===== src/rtl/csi2_pattern_gen.sv =====
// Synthetic CSI-2 frame source: FS, per-line long-packet headers with RAW8
// colour-bar or ramp payload, FE, all paced by the packetiser's tx_ready.
module csi2_pattern_gen #(
    parameter int          H_ACTIVE      = 640,
    parameter int          V_ACTIVE      = 480,
    parameter int          H_BLANK       = 64,
    parameter int          V_BLANK       = 8,
    parameter int          FS_GAP        = 16,
    parameter int          BAR_WIDTH     = 80,
    parameter logic [5:0]  DATA_TYPE     = 6'h2A,
    parameter logic [15:0] FRAME_NUM_MAX = 16'd65535
) (
    input  logic        CLKOS,
    input  logic        RST,
    input  logic        enable,
    input  logic        pattern_sel,
    input  logic        tx_ready,
    output logic        frame_start,
    output logic        frame_end,
    output logic        line_start,
    output logic        data_valid,
    output logic [7:0]  data,
    output logic [5:0]  data_type,
    output logic [15:0] word_count,
    output logic        busy
);

    localparam logic [15:0] X_LAST   = 16'(H_ACTIVE - 1);
    localparam logic [15:0] Y_LAST   = 16'(V_ACTIVE - 1);
    localparam logic [15:0] HB_LAST  = 16'(H_BLANK - 1);
    localparam logic [15:0] GAP_LAST = 16'(FS_GAP - 1);
    localparam logic [15:0] BAR_LAST = 16'(BAR_WIDTH - 1);
    localparam logic [15:0] H_WC     = 16'(H_ACTIVE);
    localparam logic [31:0] VB_LEN   = 32'(longint'(V_BLANK) * longint'(H_ACTIVE + H_BLANK));
    localparam logic [31:0] VB_LAST  = VB_LEN - 32'd1;

    typedef enum logic [2:0] {IDLE, FS, FS_WAIT, LS, ACTIVE, HBLANK, FE, VBLANK} state_t;

    state_t      state, state_nxt;
    logic [15:0] x, x_nxt, y, y_nxt;
    logic [15:0] blank_cnt, blank_nxt;
    logic [31:0] vblank_cnt, vblank_nxt;
    logic [15:0] frame_num, frame_num_nxt;
    logic [15:0] bar_pos, bar_pos_nxt;
    logic [2:0]  bar, bar_nxt;
    logic        pat, pat_nxt;
    logic        enable_q;
    logic        line_done, frame_done;
    logic [7:0]  data_nxt;

    // Next-state logic; every counter only moves on a transfer or an idle tick,
    // so a stall leaves the whole frame position frozen.
    always_comb begin
        state_nxt     = state;
        x_nxt         = x;
        y_nxt         = y;
        blank_nxt     = blank_cnt;
        vblank_nxt    = vblank_cnt;
        frame_num_nxt = frame_num;
        bar_pos_nxt   = bar_pos;
        bar_nxt       = bar;
        pat_nxt       = pat;
        line_done     = 1'b0;
        frame_done    = 1'b0;

        case (state)
            IDLE: begin
                if (enable_q) state_nxt = FS;
            end
            FS: begin
                if (tx_ready) begin
                    pat_nxt   = pattern_sel;
                    y_nxt     = '0;
                    blank_nxt = '0;
                    state_nxt = (FS_GAP == 0) ? LS : FS_WAIT;
                end
            end
            FS_WAIT: begin
                if (blank_cnt == GAP_LAST) state_nxt = LS;
                else                       blank_nxt = blank_cnt + 16'd1;
            end
            LS: begin
                if (tx_ready) begin
                    x_nxt       = '0;
                    bar_nxt     = '0;
                    bar_pos_nxt = '0;
                    state_nxt   = ACTIVE;
                end
            end
            ACTIVE: begin
                if (tx_ready) begin
                    if (x == X_LAST) begin
                        blank_nxt = '0;
                        if (H_BLANK == 0) line_done = 1'b1;
                        else              state_nxt = HBLANK;
                    end else begin
                        x_nxt = x + 16'd1;
                        // Bar index saturates at 7 so wide lines end on the last bar
                        if (bar_pos == BAR_LAST) begin
                            bar_pos_nxt = '0;
                            if (bar != 3'd7) bar_nxt = bar + 3'd1;
                        end else begin
                            bar_pos_nxt = bar_pos + 16'd1;
                        end
                    end
                end
            end
            HBLANK: begin
                if (blank_cnt == HB_LAST) line_done = 1'b1;
                else                      blank_nxt = blank_cnt + 16'd1;
            end
            FE: begin
                if (tx_ready) begin
                    frame_num_nxt = (frame_num == FRAME_NUM_MAX) ? 16'd1 : frame_num + 16'd1;
                    vblank_nxt    = '0;
                    if (VB_LEN == 32'd0) frame_done = 1'b1;
                    else                 state_nxt  = VBLANK;
                end
            end
            VBLANK: begin
                if (vblank_cnt == VB_LAST) frame_done = 1'b1;
                else                       vblank_nxt = vblank_cnt + 32'd1;
            end
            default: state_nxt = IDLE;
        endcase

        if (line_done) begin
            if (y < Y_LAST) begin
                y_nxt     = y + 16'd1;
                state_nxt = LS;
            end else begin
                state_nxt = FE;
            end
        end
        if (frame_done) state_nxt = enable_q ? FS : IDLE;

        data_nxt = pat_nxt ? (x_nxt[7:0] + y_nxt[7:0]) : {~bar_nxt, 5'h1F};
    end

    // Outputs are decoded from the next state and registered, so they always
    // line up with the state register and never depend combinationally on tx_ready.
    always_ff @(posedge CLKOS or posedge RST) begin
        if (RST) begin
            state       <= IDLE;
            x           <= '0;
            y           <= '0;
            blank_cnt   <= '0;
            vblank_cnt  <= '0;
            frame_num   <= 16'd1;
            bar_pos     <= '0;
            bar         <= '0;
            pat         <= 1'b0;
            enable_q    <= 1'b0;
            frame_start <= 1'b0;
            frame_end   <= 1'b0;
            line_start  <= 1'b0;
            data_valid  <= 1'b0;
            data        <= '0;
            data_type   <= '0;
            word_count  <= '0;
            busy        <= 1'b0;
        end else begin
            state       <= state_nxt;
            x           <= x_nxt;
            y           <= y_nxt;
            blank_cnt   <= blank_nxt;
            vblank_cnt  <= vblank_nxt;
            frame_num   <= frame_num_nxt;
            bar_pos     <= bar_pos_nxt;
            bar         <= bar_nxt;
            pat         <= pat_nxt;
            enable_q    <= enable;
            frame_start <= (state_nxt == FS);
            frame_end   <= (state_nxt == FE);
            line_start  <= (state_nxt == LS);
            data_valid  <= (state_nxt == ACTIVE);
            busy        <= (state_nxt != IDLE);
            data_type   <= (state_nxt == LS) ? DATA_TYPE : 6'd0;
            data        <= (state_nxt == ACTIVE) ? data_nxt : 8'd0;
            case (state_nxt)
                FS, FE:  word_count <= frame_num_nxt;
                LS:      word_count <= H_WC;
                default: word_count <= '0;
            endcase
        end
    end

endmodule


===== config.mk =====
export PLATFORM = sky130hd
export DESIGN_NAME = csi2_pattern_gen
export DESIGN_NICKNAME = d
export VERILOG_FILES = /design/src/rtl/csi2_pattern_gen.sv
export SDC_FILE = /design/constraint.sdc
export NUM_CORES = 1
export LEC_CHECK = 0
export BUFFER_PORTS_ARGS = -buffer_cell sky130_fd_sc_hd__buf_2
export CORE_ASPECT_RATIO = 0.9
export CORE_MARGIN = 2
export CORE_UTILIZATION = 64
export DETAILED_ROUTE_END_ITERATION = 8
export PLACE_DENSITY = 0.83
export SLEW_MARGIN = 40
export SYNTH_ARGS = -nofsm -noshare
export SYNTH_HDL_FRONTEND = slang
export SYNTH_SLANG_ARGS = --single-unit

===== constraint.sdc =====
create_clock -name CLKOS -period 6.8 [get_ports CLKOS]
set_clock_uncertainty 0.15 [all_clocks]
set_input_delay 0.34 -clock CLKOS [delete_from_list [all_inputs] [get_ports CLKOS]]
set_output_delay 0.34 -clock CLKOS [all_outputs]
set_load 0.05 [all_outputs]

==> Word-level counts from Yosys, hierarchy flattened <==
Index checks and enable logic that the tools add are counted.
{ "classes": {"n_eq_ne": 27, "n_shift": 0, "mul": 0, "n_mux": 52, "n_div": 0, "bitwise_logic": 1, "n_lt_le_gt_ge": 1, "addsub": 8, "reduce_logical": 9} }
{ "ops": {"columns": ["cell", "count"], "rows": [
  ["$mux 16", 18],
  ["$pmux 16 s2", 3],
  ["$add 16x1->16 const B", 5],
  ["$mux 32", 2],
  ["$pmux 16 s4", 1],
  ["$pmux 32 s2", 1],
  ["$mux 3", 15],
  ["$add 32x1->32 const B", 1],
  ["$eq 32x13->1 const B", 1],
  ["$eq 3x3->1 const B", 6],
  ["$ne 2x2->1 const B", 9],
  ["$pmux 3 s6", 1],
  ["$eq 16x10->1 const B", 1],
  ["$eq 16x16->1 const B", 1],
  ["$eq 16x4->1 const B", 1],
  ["$eq 16x6->1 const B", 1],
  ["$eq 16x7->1 const B", 1],
  ["$lt 16x9->1 const B", 1],
  ["$mux 8", 2],
  ["$eq 3x2->1 const B", 3],
  ["$add 8x8->8", 1],
  ["$mux 1", 7],
  ["$eq 3x1->1 const B", 2],
  ["$mux 6", 1],
  ["other kinds (12)", 13]
]} }
{ "totals": {"in_bits": 5, "latch_bits": 0, "ram_bits": 0, "output_inout_bits": 35, "mem_count": 0, "wordCells": 117, "register_bits": 155, "romBits": 0} }

==> Longest topological paths before layout <==
Gate-level depths: netlist of run 1.
{ "depth": {"ltp_word": 9, "depth_mapped": 17, "ltp_nobuf": 16} }

==> Worst setup path after synthesis of run 1 <==
Ideal clock, no wire load.
{ "synth_path": {"kind": "register to register", "startpoint": "reg state[1]", "endpoint": "reg data[6]", "path_stages_with_launch": 18, "path_buffers": 2, "slack_ps": 3200, "setup_ps": 119, "t_required_ps": 6531, "period_less_slack_ps": 3600, "t_arrival_ps": 3331, "path_cell_list": "dfrtp_1 buf_2 nor3b_2 nand2_1 a21oi_1 nor2_1 clkbuf_1 nand2_1 o21ai_0 ha_1 fa_1 a21o_1 a21oi_1 o21bai_1 a21oi_1 xor2_1 mux2i_1 and2_1"} }
{ "synth_between": {"elab_cells_between_ends": 31, "classes_between": "add/sub: 1; eq/ne: 8; mux: 20; bitwise: 1; reduce/logical: 1"} }
{ "synth_rtl": {"columns": ["element", "line_no", "rtl"], "rows": [
  ["start, declared", "39", "state_t state, state_nxt;"],
  ["start signal, assigned", "163", "state <= state_nxt;"],
  ["$eq 3x3->1 / $eq 3x2->1 (equally long branches)", "66", "case (state)"],
  ["$pmux 16 s2 (*)", "66", null],
  ["via x_nxt[0]", "40", "logic [15:0] x, x_nxt, y, y_nxt;"],
  ["$add 8x8->8 (*)", "137", "data_nxt = pat_nxt ? (x_nxt[7:0] + y_nxt[7:0]) : {~bar_nxt, 5'h1F};"],
  ["$mux 8 (*)", "137", null],
  ["$mux 8 (*)", "179", "data <= (state_nxt == ACTIVE) ? data_nxt : 8'd0;"],
  ["end signal, assigned", "179", null],
  ["end, declared", "22", "output logic [7:0] data,"]
]} }
The timed path passes the listed nets; every way through them passes the cells marked *.
A chain may end at the register's enable or synchronous reset.

==> Worst setup path in the final report of run 1 <==
Same ends and word-level chain as after synthesis.

==> results of run 1 <==
==> power by group <==
group	leakage, nW	total [W]	switching, W	internal [W]
logic	1.64	0.0000238	0.0000213	0.00000242
clock network	0.296	0.000937	0.000350	0.000586
registers	1.92	0.000888	0.000000410	0.000887
==> state kept, by name, summed over array words and instances, names as in the netlist, 3 cells and up <==
register,flops
state,3
frame_num,16
bar_pos,16
y,16
x,16
vblank_cnt,32
word_count,16
data,8
blank_cnt,16
bar,3
==> Yosys cell counts, drive strengths merged (3+ instances only) <==
cell type and number:
mux2i 6, nand2b 9, nor3 16, inv 11, nand3b 3, nor2 96
nor4b 4, and2 16, buf 17, or3 10, nor4 19, a21oi 19
o21ai 58, ha 14, a31oi 5, xnor2 26, dfrtp 148, nor2b 8
o41ai 3, a211oi 3, nand2 74, and3 26, o31ai 5, o21a 3
xor2 34, nand4 23, or2 3, a21o 6, a2111oi 3, nor3b 3
nand3 43, and4 6, clkbuf 11
==> layer usage <==
layer,GRT usage,up-vias,part of all wire
li1,-,2743,-
met5,0,-,0
met4,0.0886,0,0.011
met1,0.371,2792,0.46
met2,0.421,179,0.48
met3,0.0687,15,0.048
==> cells by family (layout without fill, tap and decap cells) <==
logic type,count (synthesis),after routing,synth area share
DFF,149,149,0.500
other,1,3,0.000503
AOI/OAI and AO/OA,116,116,0.100
xor gates and xnor gates,61,61,0.0736
buffers and inverters,40,84,0.0267
muxes,8,8,0.0116
adders and majority gates,15,15,0.0262
and+or+nand+nor,367,367,0.261
==> metrics by stage <==
stage	hold WS, ns	setup slack, ns	instance area, sq um
after floorplan	0.221	2.30	7470
final	0.224	2.49	8330
after global placement	0.299	2.89	7710
after detailed placement	0.299	2.67	7710
after global routing	0.258	2.21	8330
after CTS	0.208	2.47	8330
==> worst min path at each step <==
stage | from | endpoint
floorplan | enable | enable_q$_DFF_PP0_
global placement | enable | enable_q$_DFF_PP0_
detailed placement | enable | enable_q$_DFF_PP0_
CTS | pattern_sel | data[0]$_DFF_PP0_
global route | pattern_sel | data[0]$_DFF_PP0_
finish | pattern_sel | data[0]$_DFF_PP0_
==> cells in the final DEF (no fill, tap or decap), drive strengths merged, types with 4 or more instances in the layout <==
cell,n
dfrtp,148
nor2,96
nand2,74
o21ai,58
nand3,43
buf,38
xor2,34
and3,26
xnor2,26
clkbuf,24
nand4,23
a21oi,19
nor4,19
and2,16
nor3,16
ha,14
inv,11
or3,10
nand2b,9
nor2b,8
and4,6
a21o,6
mux2i,6
clkinv,6
o31ai,5
a31oi,5
nor4b,4
==> layout make-up <==
cell class              instances  share of cell area
multi-input cells             570               0.425
well taps                     156              0.0234
flip-flops and latches        149               0.448
clock inverters                 8              0.0116
repair buffers                 40              0.0263
clock buffers                  24              0.0602
inverters                      12             0.00601
==> worst min-delay path, stage by stage <==
cell and delay (ns):
buf_2 0.09, mux2i_1 0.16, nor2_1 0.13, nor2_1 0.04
==> flow_metrics.tcl, run 1 <==
set metrics [dict create \
    synth_cell_types 72 \
    max_slew_margin 0.462 \
    synth-async-reset-ratio 1.00 \
    tightest_slew_ns 0.800 \
    period_share 0.634 \
    synth_ff_type "dfrtp_1" \
    arrival_ns 4.48 \
    placed_cells 925 \
    netlist_area_sq_um 7460 \
    via_count 5729 \
    ys_ff_latch 149 \
    hold_path_class "in2reg" \
    tns_ns 0 \
    first_global_vias 5536 \
    final.fill_count 797 \
    synth_edf_count 0 \
    cp_top_family "compound AO/OA/AOI/OAI gates" \
    rrSetupSlack_ns 2.49 \
    cpPeakStageDelay_ns 0.54 \
    portBuffers 36 \
    core_sq_um 11400 \
    initial_core_util 0.655 \
    cts_tree "done" \
    final_cells 959 \
    start_kind "flop" \
    diodes 0 \
    dieArea_sq_um 12500 \
    drcViolationCount 0 \
    peakVddDrop_mv 0.170 \
    cts_hold_buf 2 \
    post-dp-hpwl_mm 10.6 \
    row_count 37 \
    antenna_found_initial 0 \
    gp_congestion 0.899 \
    drt_iter0_markers 467 \
    multiInputGateArea_sq_um 3540 \
    synth.area.top_cells "dfrtp_1, nor2_1, xor2_1" \
    cp_data_required_time_ns 6.97 \
    finalSetupViolCount 0 \
    routed_wl_mm 15.6 \
    grt_max_degree 83 \
    globalRouteOverflowTotal 0 \
    critPathCaptureType "flop" \
    r2r_cells 15 \
    synth_top_area_frac 0.497 \
    cts_num_sinks 149 \
    wire_per_inst_microns 16.2 \
    die_w_microns 118 \
    ant_nets 0 \
    total_power_w 0.00185 \
    cts_made_buffers 17 \
    r2r-start "state[1]$_DFF_PP0_" \
    cts.path.max_buffers 2 \
    yosysWarnings 0 \
    dr.pass1.iters 5 \
    path_cells "nor3b_2, nand2_1, a21oi_1, nor2_2, nand2_1, o21ai_0, ha_1, fa_1, a21o_1, a21oi_1, o21bai_1, a21oi_1, xor2_1, mux2i_1, and2_1" \
    drive_gt1_frac 0.125 \
    ys_seq_area_frac 0.500 \
    slew_viol_final 0 \
    syn_area_per_cell_sq_um 9.85 \
    drv_cap 0 \
    htreeDepth 4 \
    syn_inst 757 \
    clk_pin_slew_ns 0.06 \
    setup.worst_path.class "reg2reg" \
    root_buffer "clkbuf_16" \
    grt_usage 0.269 \
    rsz0062_at_grt "no" \
    ff_latch_area_sq_um 3730 \
    min_period_ns 4.31 \
    clock.fmax_mhz 232 \
    die_h_microns 106 \
    run_status "finished, final reports clean" \
    endpoint "data[6]$_DFF_PP0_" \
    hold_depth 4 \
    crit_buf_inv 0 \
    fin_util 0.732 \
    timing.rr.end "data[6]$_DFF_PP0_" \
    cp.depth 15 \
    critPathMostFrequentCell "a21oi_1" \
    nets 810 \
    syn_to_final_growth_pct 11.7 \
    crit_path_start "state[1]$_DFF_PP0_" \
    power_leakage_nw 3.86 \
    grt_first_pass_wirelength_mm 27.0 \
    slowest_stage "a21oi_1" \
    cts_resized 0 \
    postCtsSetupBuffers 0 \
    powerDensity_nw_per_um2 222 \
    cp_max_fo 14 \
    yosys.area.top_type "dfrtp_1" \
    drt-vias-per-instance 5.97 \
    hold_viol_final 0 \
    ioPinCount 40 \
    clk_latency_ns 0.43 \
]
Note: power is estimated with default switching activity, not from simulation.
==> run 2: changes to the inputs <==
--- a/config.mk
+++ b/config.mk
@@ -5,12 +5,13 @@
 export SDC_FILE = /design/constraint.sdc
 export NUM_CORES = 1
 export LEC_CHECK = 0
+export ABC_AREA = 1
 export BUFFER_PORTS_ARGS = -buffer_cell sky130_fd_sc_hd__buf_2
 export CORE_ASPECT_RATIO = 0.9
 export CORE_MARGIN = 2
-export CORE_UTILIZATION = 64
+export CORE_UTILIZATION = 56
 export DETAILED_ROUTE_END_ITERATION = 8
-export PLACE_DENSITY = 0.83
+export PLACE_DENSITY = 0.77
 export SLEW_MARGIN = 40
 export SYNTH_ARGS = -nofsm -noshare
 export SYNTH_HDL_FRONTEND = slang
==> constraint.sdc (replaced) <==
create_clock -name CLKOS -period 3.8 [get_ports CLKOS]
set_clock_uncertainty 0.15 [all_clocks]
set_input_delay 0.19 -clock CLKOS [delete_from_list [all_inputs] [get_ports CLKOS]]
set_output_delay 0.19 -clock CLKOS [all_outputs]
set_load 0.05 [all_outputs]
==> run 2 against run 1 <==
Against the previous run:
- sequential share of layout area down 5.0 points
- utilization decreased by 9.2 points
- hold slack worse by 0.11 ns
- die area increased by 27%
- count of clock-buffer cells in the layout decreased by 5
- via count increased by 27%
- critical endpoint unchanged
- critical path type unchanged
- synthesized cell count grew 42%
==> flow_metrics.tcl, run 2 <==
set metrics [dict create \
    ys_seq_area_frac 0.447 \
    synth_ff_type "dfrtp_1" \
    crit_buf_inv 2 \
    nets 1143 \
    drt_iter0_markers 733 \
    multiInputGateArea_sq_um 3840 \
    p_switching_w 0.00249 \
    dieArea_sq_um 15900 \
    ff_latch_area_sq_um 3730 \
    antenna_found_initial 0 \
    tns_ns 0 \
    die_w_microns 133 \
    ioPinCount 40 \
    clkPwrFrac 0.278 \
    r2r-start "blank_cnt[0]$_DFFE_PP0P_" \
    first_global_vias 6868 \
    syn_area_per_cell_sq_um 7.77 \
    hold_ws_ns 0.119 \
    grt_max_degree 150 \
    max_flop_register "vblank_cnt" \
    start_kind "flop" \
    drt-vias-per-instance 5.44 \
    synth.area.top_cells "dfrtp_1, nand2_1, inv_1" \
    cp_top_family "simple AND/OR/NAND/NOR gates" \
    wl_met2_mm 8.84 \
    critPathMostFrequentCell "nor2_1" \
    dr.pass1.iters 6 \
    run_status "finished, final reports clean" \
    synth_top_area_frac 0.444 \
    peakVddDrop_mv 0.555 \
    max_slew_margin 0.604 \
    portBuffers 36 \
    via_count 7261 \
    slowest_stage "fa_1" \
    initial_core_util 0.569 \
    cts_tree "done" \
    diodes 0 \
    hold_path_class "in2reg" \
    root_buffer "clkbuf_16" \
    min_period_ns 3.40 \
    synth_common_cells "nand2_1, inv_1, dfrtp_1" \
    period_share 0.895 \
    hp-start "tx_ready" \
    largest_register_ffs 32 \
    grt_first_pass_wirelength_mm 32.2 \
    cts_made_buffers 17 \
    cts_num_sinks 149 \
    cpPeakStageDelay_ns 0.40 \
    critPathCaptureType "flop" \
    drcViolationCount 0 \
    power_leakage_nw 4.45 \
    wl_met1_mm 8.75 \
    core_sq_um 14700 \
    drv_cap 0 \
    powerDensity_nw_per_um2 646 \
    yosysWarnings 0 \
    ys_ff_latch 149 \
    setup.worst_path.class "reg2reg" \
    synth_edf_count 0 \
    cp_max_fo 7 \
    ant_nets 0 \
    postCtsSetupBuffers 0 \
    wl_met3_microns 981 \
    rrSetupSlack_ns 0.40 \
    yosysMostFrequentCell "nand2_1" \
    grt_usage 0.249 \
    syn_to_final_growth_pct 12.3 \
    sw_frac_of_total 0.411 \
    arrival_ns 3.58 \
    die_h_microns 120 \
    routed_wl_mm 18.9 \
    gp_congestion 0.929 \
    netlist_area_sq_um 8350 \
    htreeDepth 4 \
    slew_viol_final 0 \
    wire_per_inst_microns 14.2 \
    globalRouteOverflowTotal 0 \
    internal_power_w 0.00357 \
    p_seq_frac 0.373 \
    clk_latency_ns 0.43 \
    layout_commonest_cell "nand2_1" \
    yosys.area.top_type "dfrtp_1" \
    synth_cell_types 61 \
    crit_path_start "blank_cnt[0]$_DFFE_PP0P_" \
    fin_util 0.640 \
    drive_gt1_frac 0.120 \
    syn_inst 1074 \
    hold_viol_final 0 \
    rsz0062_at_grt "no" \
    power_frac_comb 0.349 \
    post-dp-hpwl_mm 13.4 \
    synth-async-reset-ratio 1.00 \
    row_count 42 \
    final_cell_mix "nand2_1, inv_1, dfrtp_1" \
    cp_data_required_time_ns 3.99 \
    path_cells "ha_1, nand3_1, nor2_1, nand2_1, nor2_2, nand2_1, inv_1, nor2_1, inv_1, a21oi_1, ha_1, fa_1, nand3_1, nand3_1, a21oi_1, nor2_1, nor2_1, xnor2_1, nand2_1, a21oi_1" \
    top_layer_used "met4" \
    clock.fmax_mhz 294 \
    final.fill_count 1261 \
    cts.path.max_buffers 2 \
    tightest_slew_ns 0.588 \
    finalSetupViolCount 0 \
    clk_pin_slew_ns 0.06 \
]
==> run 2: power groups by stage <==
| stage | Sequential, W | Clock (W) | Combinational [W] |
|---|---|---|---|
| after floorplan | 0.00243 | 0 | 0.00143 |
| after global placement | 0.00226 | 0 | 0.00205 |
| after detailed placement | 0.00227 | 0 | 0.00209 |
| after CTS | 0.00225 | 0.00171 | 0.00211 |
| after global routing | 0.00231 | 0.00177 | 0.00237 |
| final | 0.00226 | 0.00168 | 0.00212 |
==> run 2: final timing paths <==
| check | cells past startpoint | end |
|---|---|---|
| setup / recovery | 20 | data[6]$_DFF_PP0_ |
| max in group asynchronous | 5 | frame_num[12]$_DFF_PP0_ |
| min in group asynchronous | 4 | blank_cnt[13]$_DFFE_PP0P_ |
| hold reg to reg | 2 | y[10]$_DFF_PP0_ |
| hold / removal | 3 | frame_num[0]$_DFF_PP1_ |
| setup reg to reg | 20 | data[6]$_DFF_PP0_ |
==> run 2: logic make-up (layout without fill, tap and decap cells) <==
kind of cell / Yosys count / count (layout) / share of synthesized area
other: 1 / 3 / 0.000449
buffers and inverters: 194 / 254 / 0.0941
AOI/OAI and AO/OA: 144 / 144 / 0.100
muxes: 2 / 2 / 0.00240
and+or+nand+nor: 541 / 541 / 0.303
xor gates and xnor gates: 28 / 28 / 0.0303
DFF: 149 / 149 / 0.447
adders and majority gates: 15 / 15 / 0.0234
==> run 2: area by class of cell <==
class | count | area share
multi-input combinational | 733 | 0.410
sequential | 149 | 0.398
inverter | 177 | 0.0721
clock buffer | 19 | 0.0472
timing repair buffer | 45 | 0.0307
tap | 198 | 0.0264
clock inverter | 13 | 0.0157
==> run 2: per-layer routing <==
metal | vias up | global-route usage
li1 | 3614 | -
met1 | 3396 | 0.347
met2 | 211 | 0.390
met3 | 40 | 0.0541
met4 | 0 | 0.0840
met5 | - | 0
==> run 2: tightest hold or removal path, delay by kind of cell <==
family	cells	cell delay (ns)
and+or+nand+nor	1	0.19
AOI/OAI and AO/OA	1	0.11
buffers and inverters	1	0.18
==> run 2: repair_timing <==
| item | CTS | global route |
|---|---|---|
| resized for setup | 0 | 2 |
| hold buffers | 3 | 0 |
| endpoints found under the hold margin | 151 | 0 |
| endpoints found under the setup margin | 0 | 1 |
==> run 2: metrics by stage <==
stage	setup WS, ns	cells	total power (W)	area (sq um)
final	0.401	1334	0.00606	9380
after global placement	0.573	1298	0.00432	8720
after CTS	0.358	1333	0.00606	9350
after global routing	0.0638	1334	0.00645	9380
after detailed placement	0.454	1298	0.00435	8720
after floorplan	0.660	1076	0.00385	8360
